--- src/rtl/dmem_pkg.sv ---
// Shared encodings for the data-memory controller: access widths, load
// extension type and the controller FSM states.
package dmem_pkg;

    typedef enum logic [1:0] {
        WIDTH_BYTE = 2'd0,
        WIDTH_HALF = 2'd1,
        WIDTH_WORD = 2'd2,
        WIDTH_RSVD = 2'd3
    } width_e;

    typedef enum logic {
        MTYPE_SIGN = 1'b0,
        MTYPE_ZERO = 1'b1
    } mtype_e;

    typedef enum logic [1:0] {
        ST_IDLE = 2'd0,
        ST_BUS  = 2'd1,
        ST_DONE = 2'd2
    } state_e;

endpackage

--- src/rtl/dmem_align.sv ---
// Combinational alignment unit: access legality, load lane extract/extend
// and store lane replication/strobes.
module dmem_align
    import dmem_pkg::*;
(
    input  logic [1:0]  chk_width_i,
    input  logic [1:0]  chk_addr_lo_i,
    output logic        chk_legal_o,
    input  logic        fmt_we_i,
    input  logic [1:0]  fmt_width_i,
    input  logic        fmt_mtype_i,
    input  logic [1:0]  fmt_addr_lo_i,
    input  logic [31:0] fmt_wdata_i,
    input  logic [31:0] fmt_rdata_i,
    output logic [31:0] load_data_o,
    output logic [31:0] store_data_o,
    output logic [3:0]  store_strb_o
);

    logic [7:0]  byte_s;
    logic [15:0] half_s;
    logic        fill_b_s;
    logic        fill_h_s;

    // Legality of the incoming request (natural alignment, reserved width rejected)
    always_comb begin
        chk_legal_o = 1'b0;
        case (chk_width_i)
            WIDTH_BYTE: chk_legal_o = 1'b1;
            WIDTH_HALF: chk_legal_o = (chk_addr_lo_i[0] == 1'b0);
            WIDTH_WORD: chk_legal_o = (chk_addr_lo_i == 2'b00);
            default:    chk_legal_o = 1'b0;
        endcase
    end

    // Load lane selection and sign/zero extension
    always_comb begin
        byte_s      = 8'h00;
        half_s      = 16'h0000;
        load_data_o = 32'h0000_0000;
        case (fmt_addr_lo_i)
            2'b00:   byte_s = fmt_rdata_i[7:0];
            2'b01:   byte_s = fmt_rdata_i[15:8];
            2'b10:   byte_s = fmt_rdata_i[23:16];
            2'b11:   byte_s = fmt_rdata_i[31:24];
            default: byte_s = 8'h00;
        endcase
        if (fmt_addr_lo_i[1]) begin
            half_s = fmt_rdata_i[31:16];
        end else begin
            half_s = fmt_rdata_i[15:0];
        end
        fill_b_s = (fmt_mtype_i == MTYPE_SIGN) && byte_s[7];
        fill_h_s = (fmt_mtype_i == MTYPE_SIGN) && half_s[15];
        case (fmt_width_i)
            WIDTH_BYTE: load_data_o = {{24{fill_b_s}}, byte_s};
            WIDTH_HALF: load_data_o = {{16{fill_h_s}}, half_s};
            WIDTH_WORD: load_data_o = fmt_rdata_i;
            default:    load_data_o = 32'h0000_0000;
        endcase
    end

    // Store lane replication and byte strobes; loads never assert a strobe
    always_comb begin
        store_data_o = 32'h0000_0000;
        store_strb_o = 4'b0000;
        if (fmt_we_i) begin
            case (fmt_width_i)
                WIDTH_BYTE: begin
                    store_data_o = {4{fmt_wdata_i[7:0]}};
                    store_strb_o = 4'b0001 << fmt_addr_lo_i;
                end
                WIDTH_HALF: begin
                    store_data_o = {2{fmt_wdata_i[15:0]}};
                    store_strb_o = fmt_addr_lo_i[1] ? 4'b1100 : 4'b0011;
                end
                WIDTH_WORD: begin
                    store_data_o = fmt_wdata_i;
                    store_strb_o = 4'b1111;
                end
                default: begin
                    store_data_o = 32'h0000_0000;
                    store_strb_o = 4'b0000;
                end
            endcase
        end else begin
            store_data_o = 32'h0000_0000;
            store_strb_o = 4'b0000;
        end
    end

endmodule

--- src/rtl/dmem_ctrl.sv ---
// Data-memory controller: turns MEM-stage loads/stores into single bus
// transactions, stalling the pipeline until the bus acknowledges or times out.
module dmem_ctrl
    import dmem_pkg::*;
#(
    parameter int unsigned TIMEOUT_CYC = 255
)
(
    input  logic        clk,
    input  logic        rst_n,
    input  logic        mem_req_i,
    input  logic        mem_we_i,
    input  logic [1:0]  mem_width_i,
    input  logic        mem_mtype_i,
    input  logic [31:0] mem_addr_i,
    input  logic [31:0] mem_wdata_i,
    output logic        dmem_stall_flag_o,
    output logic [31:0] dmem_rdata_o,
    output logic        dmem_rvalid_o,
    output logic        dmem_err_o,
    output logic        bus_req_o,
    output logic        bus_we_o,
    output logic [31:0] bus_addr_o,
    output logic [31:0] bus_wdata_o,
    output logic [3:0]  bus_wstrb_o,
    input  logic        bus_ack_i,
    input  logic [31:0] bus_rdata_i
);

    localparam int unsigned CNT_W = (TIMEOUT_CYC < 2) ? 1 : $clog2(TIMEOUT_CYC);
    localparam logic [CNT_W-1:0] CNT_LAST = CNT_W'(TIMEOUT_CYC - 1);

    state_e          state_q, state_d;
    logic            we_q, we_d;
    logic [1:0]      width_q, width_d;
    logic            mtype_q, mtype_d;
    logic [31:0]     addr_q, addr_d;
    logic [31:0]     wdata_q, wdata_d;
    logic [31:0]     rdata_q, rdata_d;
    logic            err_q, err_d;
    logic [CNT_W-1:0] cnt_q, cnt_d;

    logic            req_s;
    logic            legal_s;
    logic [31:0]     load_data_s;
    logic [31:0]     store_data_s;
    logic [3:0]      store_strb_s;

    // A request seen while reset is held must not leak onto the outputs
    assign req_s = mem_req_i & rst_n;

    dmem_align u_align (
        .chk_width_i   (mem_width_i),
        .chk_addr_lo_i (mem_addr_i[1:0]),
        .chk_legal_o   (legal_s),
        .fmt_we_i      (we_q),
        .fmt_width_i   (width_q),
        .fmt_mtype_i   (mtype_q),
        .fmt_addr_lo_i (addr_q[1:0]),
        .fmt_wdata_i   (wdata_q),
        .fmt_rdata_i   (bus_rdata_i),
        .load_data_o   (load_data_s),
        .store_data_o  (store_data_s),
        .store_strb_o  (store_strb_s)
    );

    // State and latched-access registers
    always_ff @(posedge clk or negedge rst_n) begin
        if (!rst_n) begin
            state_q <= ST_IDLE;
            we_q    <= 1'b0;
            width_q <= 2'b00;
            mtype_q <= 1'b0;
            addr_q  <= 32'h0000_0000;
            wdata_q <= 32'h0000_0000;
            rdata_q <= 32'h0000_0000;
            err_q   <= 1'b0;
            cnt_q   <= '0;
        end else begin
            state_q <= state_d;
            we_q    <= we_d;
            width_q <= width_d;
            mtype_q <= mtype_d;
            addr_q  <= addr_d;
            wdata_q <= wdata_d;
            rdata_q <= rdata_d;
            err_q   <= err_d;
            cnt_q   <= cnt_d;
        end
    end

    // Next-state and output decode
    always_comb begin
        state_d           = state_q;
        we_d              = we_q;
        width_d           = width_q;
        mtype_d           = mtype_q;
        addr_d            = addr_q;
        wdata_d           = wdata_q;
        rdata_d           = rdata_q;
        err_d             = err_q;
        cnt_d             = cnt_q;
        dmem_stall_flag_o = 1'b0;
        dmem_rvalid_o     = 1'b0;
        dmem_err_o        = 1'b0;
        dmem_rdata_o      = rdata_q;
        bus_req_o         = 1'b0;
        bus_we_o          = 1'b0;
        bus_addr_o        = 32'h0000_0000;
        bus_wdata_o       = 32'h0000_0000;
        bus_wstrb_o       = 4'b0000;
        case (state_q)
            ST_IDLE: begin
                if (req_s && legal_s) begin
                    we_d              = mem_we_i;
                    width_d           = mem_width_i;
                    mtype_d           = mem_mtype_i;
                    addr_d            = mem_addr_i;
                    wdata_d           = mem_wdata_i;
                    err_d             = 1'b0;
                    cnt_d             = '0;
                    dmem_stall_flag_o = 1'b1;
                    state_d           = ST_BUS;
                end else if (req_s) begin
                    // Illegal access completes at once with an error and no bus activity
                    dmem_err_o    = 1'b1;
                    dmem_rvalid_o = 1'b1;
                    dmem_rdata_o  = 32'h0000_0000;
                    rdata_d       = 32'h0000_0000;
                    state_d       = ST_IDLE;
                end else begin
                    state_d = ST_IDLE;
                end
            end
            ST_BUS: begin
                dmem_stall_flag_o = 1'b1;
                bus_req_o         = 1'b1;
                bus_we_o          = we_q;
                bus_addr_o        = {addr_q[31:2], 2'b00};
                bus_wdata_o       = store_data_s;
                bus_wstrb_o       = store_strb_s;
                if (bus_ack_i) begin
                    rdata_d = we_q ? 32'h0000_0000 : load_data_s;
                    err_d   = 1'b0;
                    state_d = ST_DONE;
                end else if (cnt_q == CNT_LAST) begin
                    rdata_d = 32'h0000_0000;
                    err_d   = 1'b1;
                    state_d = ST_DONE;
                end else begin
                    cnt_d = cnt_q + CNT_W'(1);
                end
            end
            ST_DONE: begin
                dmem_rvalid_o = 1'b1;
                dmem_err_o    = err_q;
                state_d       = ST_IDLE;
            end
            default: begin
                state_d = ST_IDLE;
            end
        endcase
    end

endmodule

--- config.mk ---
export PLATFORM = sky130hd
export DESIGN_NAME = dmem_ctrl
export DESIGN_NICKNAME = d
export VERILOG_FILES = /design/src/rtl/dmem_pkg.sv /design/src/rtl/dmem_align.sv /design/src/rtl/dmem_ctrl.sv
export SDC_FILE = /design/constraint.sdc
export NUM_CORES = 1
export LEC_CHECK = 0
export ABC_AREA = 1
export CAP_MARGIN = 10
export CORE_MARGIN = 2
export CORE_UTILIZATION = 47
export DETAILED_ROUTE_END_ITERATION = 8
export PLACE_DENSITY_LB_ADDON = 0.05
export SKIP_CTS_REPAIR_TIMING = 1
export SLEW_MARGIN = 40
export SYNTH_ARGS = -nofsm -noshare
export SYNTH_HDL_FRONTEND = slang
export SYNTH_SLANG_ARGS = --single-unit
--- constraint.sdc ---
create_clock -name clk -period 1.85 [get_ports clk]
set_input_delay 0.2775 -clock clk [delete_from_list [all_inputs] [get_ports clk]]
set_output_delay 0.2775 -clock clk [all_outputs]
set_load 0.02 [all_outputs]
==> summary.md, run 1 <==
| Metric | Value |
|---|---|
| Worst reg2reg setup slack | `around 0.08 ns` |
| CTS max path bufs | `2` |
| First-pass GRT wire length | `28500 um` |
| CTS tree | `built` |
| PD cells | `964 nW/um^2` |
| DR vias/cell | `4.83` |
| Pin count of the biggest net entering global routing | `75` |
| Max-slew violations | `0` |
| Post-synth top cells | `nand2_1 (358), inv_1 (134), dfrtp_1 (111), nor2_1 (105), o21ai_0 (67)` |
| Dpl cell area | `a little under 9000 um^2` |
| Most common cell in the synthesized netlist | `nand2_1` |
| Actual transition at the worst max-transition pin | `0.678 ns` |
| Clk sink count | `111` |
| Routed wire per std cell | `14.0 um` |
| Clk_lat worst skew | `around 0.36 ns` |
| Design area | `9540 um^2` |
| Die Ht | `between 100 and 150 um` |
| EDFF count, synth | `0` |
| Seq. cell area | `2780 um^2` |
| Synth area leaders | `dfrtp_1 (44%), nand2_1 (21%), inv_1 (8.0%)` |
| Post-synthesis average cell area | `about 6.8 um^2` |
| DIE WIDTH | `120 um` |
| Share of flip-flops with an asynchronous set or reset | `100%` |
| Share of layout cells above drive strength 1 | `24.1%` |
| Critical Path Sink Type | `output port` |
| Failing checks | `hold timing, setup timing` |
| Critical Path RT | `1.57 ns` |
| NumNets Final | `1283` |
| Final setup viols | `between 60 and 70` |
| Area leader, netlist | `dfrtp_1` |
| Syn-to-layout area delta | `51.4%` |
| Overflow after GRT | `0` |
| Hold Crit Class | `in -> async` |
| Crit Path Category | `reg -> out` |
| Synth Register Bits | `111` |
| WL final | `19100 um` |
| Inserted Clock Buffers | `9` |
| Area of the multi-input gates | `3070 um^2` |
| Register area share after synthesis | `44.1%` |
| Max cap viols | `0` |
| Total GRT Usage | `25.0%` |
| Diode count | `0` |
| Mapped cell area | `6300 um^2` |
| Maximum VDD drop | `636 uV` |
| Status | `finished with violations` |
| Post-synth top area share | `44.1%` |
| 1st-pass router iterations | `5` |
| Initial antenna violation count | `1` |
| Critical path fanouts, max | `7` |
| ANT nets after route | `0` |
| Buffers on Ports | `206` |
| Worst-path clk slew | `roughly 0.080 ns` |
| Non-Filler Instances | `1358` |
| YS warnings | `0` |
| Post-placement cell count | `1325` |
| Normalized max-slew margin | `54.8%` |
| Setup TNS | `-5.19 ns` |
| Minimum clock period | `2.00 ns` |
| Cell count after synthesis | `928` |
| Routability cong. | `0.885` |
| Die area | `14300 um^2` |
| CTS Root Cell | `clkbuf_16` |
| Iter 0 DRT Violations | `505` |
| Core Box Area | `between 10000 and 15000 um^2` |
| Routed vias | `6558` |
| Number of I/O pins | `209` |
| Clk_skew | `slightly below 0.01 ns` |
| DRC viols | `0` |
| Final hold viol count | `16` |
| Fin crit share | `108%` |
| LEAKAGE | `5.03 nW` |
| Worst Setup Slack, final | `-0.149 ns` |
| Number of distinct library cells after synthesis | `30` |
| WHS | `-0.0182 ns` |
| Initial Util | `47.8%` |
| Worst setup SP type | `flop` |
| Placed wire-length estimate | `approximately 13000 um` |
| Vias in the first global route | `~6000` |
| Worst path arrival time | `1.72 ns` |
| Fillcell total | `1115` |
| H-tree lvl count | `3` |
| F_max | `between 500 and 600 MHz` |
| Commonest register cell after synthesis | `dfrtp_1` |
| Cell row count | `42` |
| Unrepaired setup endpoints after global routing | `yes` |
## worst max-delay path: stages, from the launching register on
cell     delay (ns)
dfrtp_2        0.46
buf_6          0.14
nor2_4         0.21
nor2_4         0.07
buf_12         0.15
a21oi_1        0.12
nor2_1         0.05
buf_4          0.16
## path summary, 6_finish.rpt
check / start / endpoint / cells past startpoint
worst min-delay path: rst_n / cnt_q[5] / 2
worst min register to register: rdata_q[31] / rdata_q[31] / 2
max in group asynchronous: rst_n / width_q[0] / 3
min in group clk: mem_wdata_i[20] / wdata_q[20] / 3
worst max-delay path: width_q[1] / bus_wdata_o[14] / 7
worst max register to register: state_q[1] / rdata_q[0] / 10
## power breakdown
| part | leakage, nW | internal, mW | switching, mW |
|---|---|---|---|
| logic | 3.46 | 1.71 | 2.25 |
| registers | 1.42 | 2.98 | 0.325 |
| clock network | 0.145 | 0.947 | 0.987 |
## per-stage QoR
step / hold WS (ns) / setup slack (ns) / util, % / power [mW]
3_3_place_gp: 0.382 / -0.372 / 67.1 / 6.68
6_report: -0.0182 / -0.149 / 72.3 / 9.19
3_5_place_dp: 0.382 / -0.442 / 67.2 / 6.75
2_1_floorplan: -0.0181 / 0.00204 / - / 5.24
4_1_cts: -0.00606 / -0.600 / 69.4 / 8.68
5_1_grt: 0.0177 / -0.235 / 72.3 / 9.81
## area by class of cell
type | instances | area share [%]
tap | 176 | 2.31
clock inverter | 7 | 0.669
sequential | 111 | 29.1
multi-input combinational | 632 | 32.2
timing repair buffer | 282 | 27.7
inverter | 141 | 5.67
clock buffer | 9 | 2.36
## state kept, by name (all words and copies together), names as in the netlist
register and count:
addr_q 32, cnt_q 8, err_q 1, mtype_q 1, rdata_q 32, state_q 2, wdata_q 32, we_q 1
width_q 2
## logic make-up after synthesis
| family | after synthesis | synth area share, % |
|---|---|---|
| other cells | 1 | 0.0595 |
| simple gates | 506 | 32.3 |
| buf+inv | 186 | 12.9 |
| xor+xnor | 3 | 0.417 |
| flops | 111 | 44.1 |
| compound gates | 119 | 9.91 |
| fa+ha+maj | 2 | 0.397 |
## placed cells by master (no fill, tap or decap), drive strengths merged, types with 2 or more instances in the layout
master,count
a21oi,25
a31oi,4
buf,140
clkbuf,48
clkdlybuf4s50,102
clkinv,5
conb,2
dfrtp,111
ha,2
inv,143
nand2,363
nand3,29
nor2,112
o21ai,78
o22ai,8
xor2,3
## metal layers
layer	wire length [um]	vias up	track usage (%)
li1	-	3282	-
met1	7890	3034	31.8
met2	9430	212	42.1
met3	1340	28	6.56
met4	386	2	7.13
met5	13	-	0
No activity file was read; power rests on OpenSTA's default activity.
==> run 2, diff against run 1 <==
Settings changed: CAP_MARGIN 10 to 20.
==> results of run 2 <==
The final DEF is identical to that of run 1; final timing and power are the same.
==> run 3, diff against run 2 <==
Settings changed: REMOVE_ABC_BUFFERS from default to 1, SETUP_SLACK_MARGIN from default to 0.15.
==> run 3 against run 2 <==
Net effect: the run ends with setup timing left; largest power group unchanged; largest cell class unchanged; maximum frequency shrank 2.4%; total power shrank 3.3%; wire length shrank 0.80%; core utilization shrank 1.5 points; count of clock-buffer cells in the layout grew 2.
==> summary.md, run 3 (synthesized netlist as in run 1, its figures left out) <==
| Metric | Value |
|---|---|
| Status | `finished with violations (unchanged)` |
| Failing checks | `setup timing (was hold timing, setup timing)` |
| Inserted Clock Buffers | `9 (unchanged)` |
| Critical path fanouts, max | `7 (unchanged)` |
| Share of layout cells above drive strength 1 | `22.6% (was 24.1%)` |
| Actual transition at the worst max-transition pin | `0.624 ns (was 0.678 ns)` |
| Final hold viol count | `0 (was 16)` |
| Routed wire per std cell | `14.0 um (about the same)` |
| Worst-path clk slew | `0.08 ns (about the same)` |
| Total GRT Usage | `24.9% (was 25.0%)` |
| PD cells | `951 nW/um^2 (was 964 nW/um^2)` |
| Max cap viols | `0 (unchanged)` |
| Cell row count | `42 (unchanged)` |
| NumNets Final | `1280 (was 1283)` |
| Biggest regs | `addr_q (32), rdata_q (32), wdata_q (32) (unchanged)` |
| WL final | `18900 um (was 19100 um)` |
| Design area | `9350 um^2 (was 9540 um^2)` |
| Clk sink count | `111 (unchanged)` |
| Critical Path Sink Type | `output port (unchanged)` |
| Clk_skew | `0.00947 ns (was 0.00964 ns)` |
| DRC viols | `0 (unchanged)` |
| F_max | `489 MHz (was 500 MHz)` |
| Iter 0 DRT Violations | `387 (was 505)` |
| Final setup viols | `103 (was 61)` |
| DIE WIDTH | `120 um (unchanged)` |
| Worst Setup Slack, final | `-0.197 ns (was -0.149 ns)` |
| Number of I/O pins | `209 (unchanged)` |
| Pin count of the biggest net entering global routing | `74 (was 75)` |
| Minimum clock period | `2.05 ns (was 2.00 ns)` |
| Die area | `14300 um^2 (unchanged)` |
| Vias in the first global route | `5848 (was 5950)` |
| CTS Root Cell | `clkbuf_16 (unchanged)` |
| ANT nets after route | `0 (unchanged)` |
| FF-to-FF path depth | `12 (was 10)` |
| Overflow after GRT | `0 (unchanged)` |
| DR vias/cell | `4.75 (was 4.83)` |
| H-tree lvl count | `3 (unchanged)` |
| Initial antenna violation count | `0 (was 1)` |
| Routed vias | `6442 (was 6558)` |
| CTS tree | `built (unchanged)` |
| Dpl cell area | `8870 um^2 (was 8860 um^2)` |
| Unrepaired setup endpoints after global routing | `yes (unchanged)` |
| Worst reg2reg setup slack | `-0.01 ns (was 0.08 ns)` |
| Clk_lat worst skew | `0.36 ns (about the same)` |
| Routability cong. | `0.876 (was 0.885)` |
| Final Core Density | `70.8% (was 72.3%)` |
| Crit Path Category | `reg -> out (unchanged)` |
| Placed wire-length estimate | `12900 um (was 13000 um)` |
| Normalized max-slew margin | `58.4% (was 54.8%)` |
| WHS | `0.158 ns (was -0.0182 ns)` |
| Fin crit share | `111% (was 108%)` |
| Most frequent cells in the layout | `nand2_1 (354), inv_1 (131), dfrtp_1 (107) (was nand2_1 (338), inv_1 (131), dfrtp_1 (109))` |
| Setup TNS | `-7.05 ns (was -5.19 ns)` |
| 1st-pass router iterations | `8 (was 5)` |
| CTS max path bufs | `2 (unchanged)` |
| Maximum VDD drop | `711 uV (was 636 uV)` |
| Diode count | `0 (unchanged)` |
| LEAKAGE | `4.97 nW (was 5.03 nW)` |
| Die Ht | `120 um (unchanged)` |
| First-pass GRT wire length | `28600 um (was 28500 um)` |
| Buffers on Ports | `206 (unchanged)` |
| Setup Slack @ Placement | `-0.403 ns (was -0.442 ns)` |
| Worst path arrival time | `1.77 ns (was 1.72 ns)` |
| Worst setup SP type | `flop (unchanged)` |
| Hold Crit Class | `in -> async (unchanged)` |
| Critical Path RT | `1.57 ns (about the same)` |
| Core Box Area | `13200 um^2 (unchanged)` |
| Syn-to-layout area delta | `48.4% (was 51.4%)` |
| Most common cell after layout, fill and taps aside | `nand2_1 (unchanged)` |
| Initial Util | `47.8% (unchanged)` |
| Max-slew violations | `0 (unchanged)` |
[run 3: cell types whose count changed in the layout (fill, tap and decap cells not counted), moves of 8 or more]
cell and delta:
nand2_1 +16, a21oi_1 +8, nor2_1 -11, nor2_2 +9, nand2_2 -10, buf_6 -9
[run 3: area by class of cell]
cell class	count	area, um^2
Clock buffer	11	253
Sequential cell	111	2780
Fill cell	1111	3840
Timing Repair inverter	3	42.5
Inverter	141	567
Timing Repair Buffer	276	2480
Multi-Input combinational cell	632	2950
Tap cell	176	220
Clock inverter	5	45.0
[run 3: final timing paths]
| kind | start | end |
|---|---|---|
| worst max-delay path | width_q[1] | bus_wstrb_o[1] |
| worst min-delay path | rst_n | addr_q[5] |
| worst max register to register | state_q[0] | wdata_q[10] |
| worst min register to register | rdata_q[19] | rdata_q[19] |
| max in group asynchronous | rst_n | state_q[1] |
| min in group clk | mem_wdata_i[21] | wdata_q[21] |
[run 3: where the power goes]
part / total, mW / internal (mW) / switching [mW]
combinational: 3.65 / 1.54 / 2.11
sequential: 3.28 / 2.98 / 0.296
clock: 1.96 / 1.01 / 0.944
total: 8.89 / 5.53 / 3.35
[run 3: metrics by stage]
stage / power (mW) / cells
after detailed placement: 6.75 / 1326
final: 8.89 / 1355
after global routing: 9.52 / 1355
after global placement: 6.70 / 1326
after floorplan: 5.11 / 884
after CTS: 8.73 / 1342
[run 3: per-layer routing]
metal	vias to the layer above	track usage, %	share of wire, %
met5	-	0	0
met4	0	5.81	1.3
met3	18	6.27	5.8
met2	177	39.4	48
met1	2964	34.5	45
li1	3283	-	-
[run 3: worst max-delay path: stages, from the launching register on]
cell     delay [ns]
dfrtp_2        0.45
buf_6          0.13
nor2_4         0.20
buf_4          0.15
nand2_1        0.05
a31oi_1        0.24
buf_4          0.19
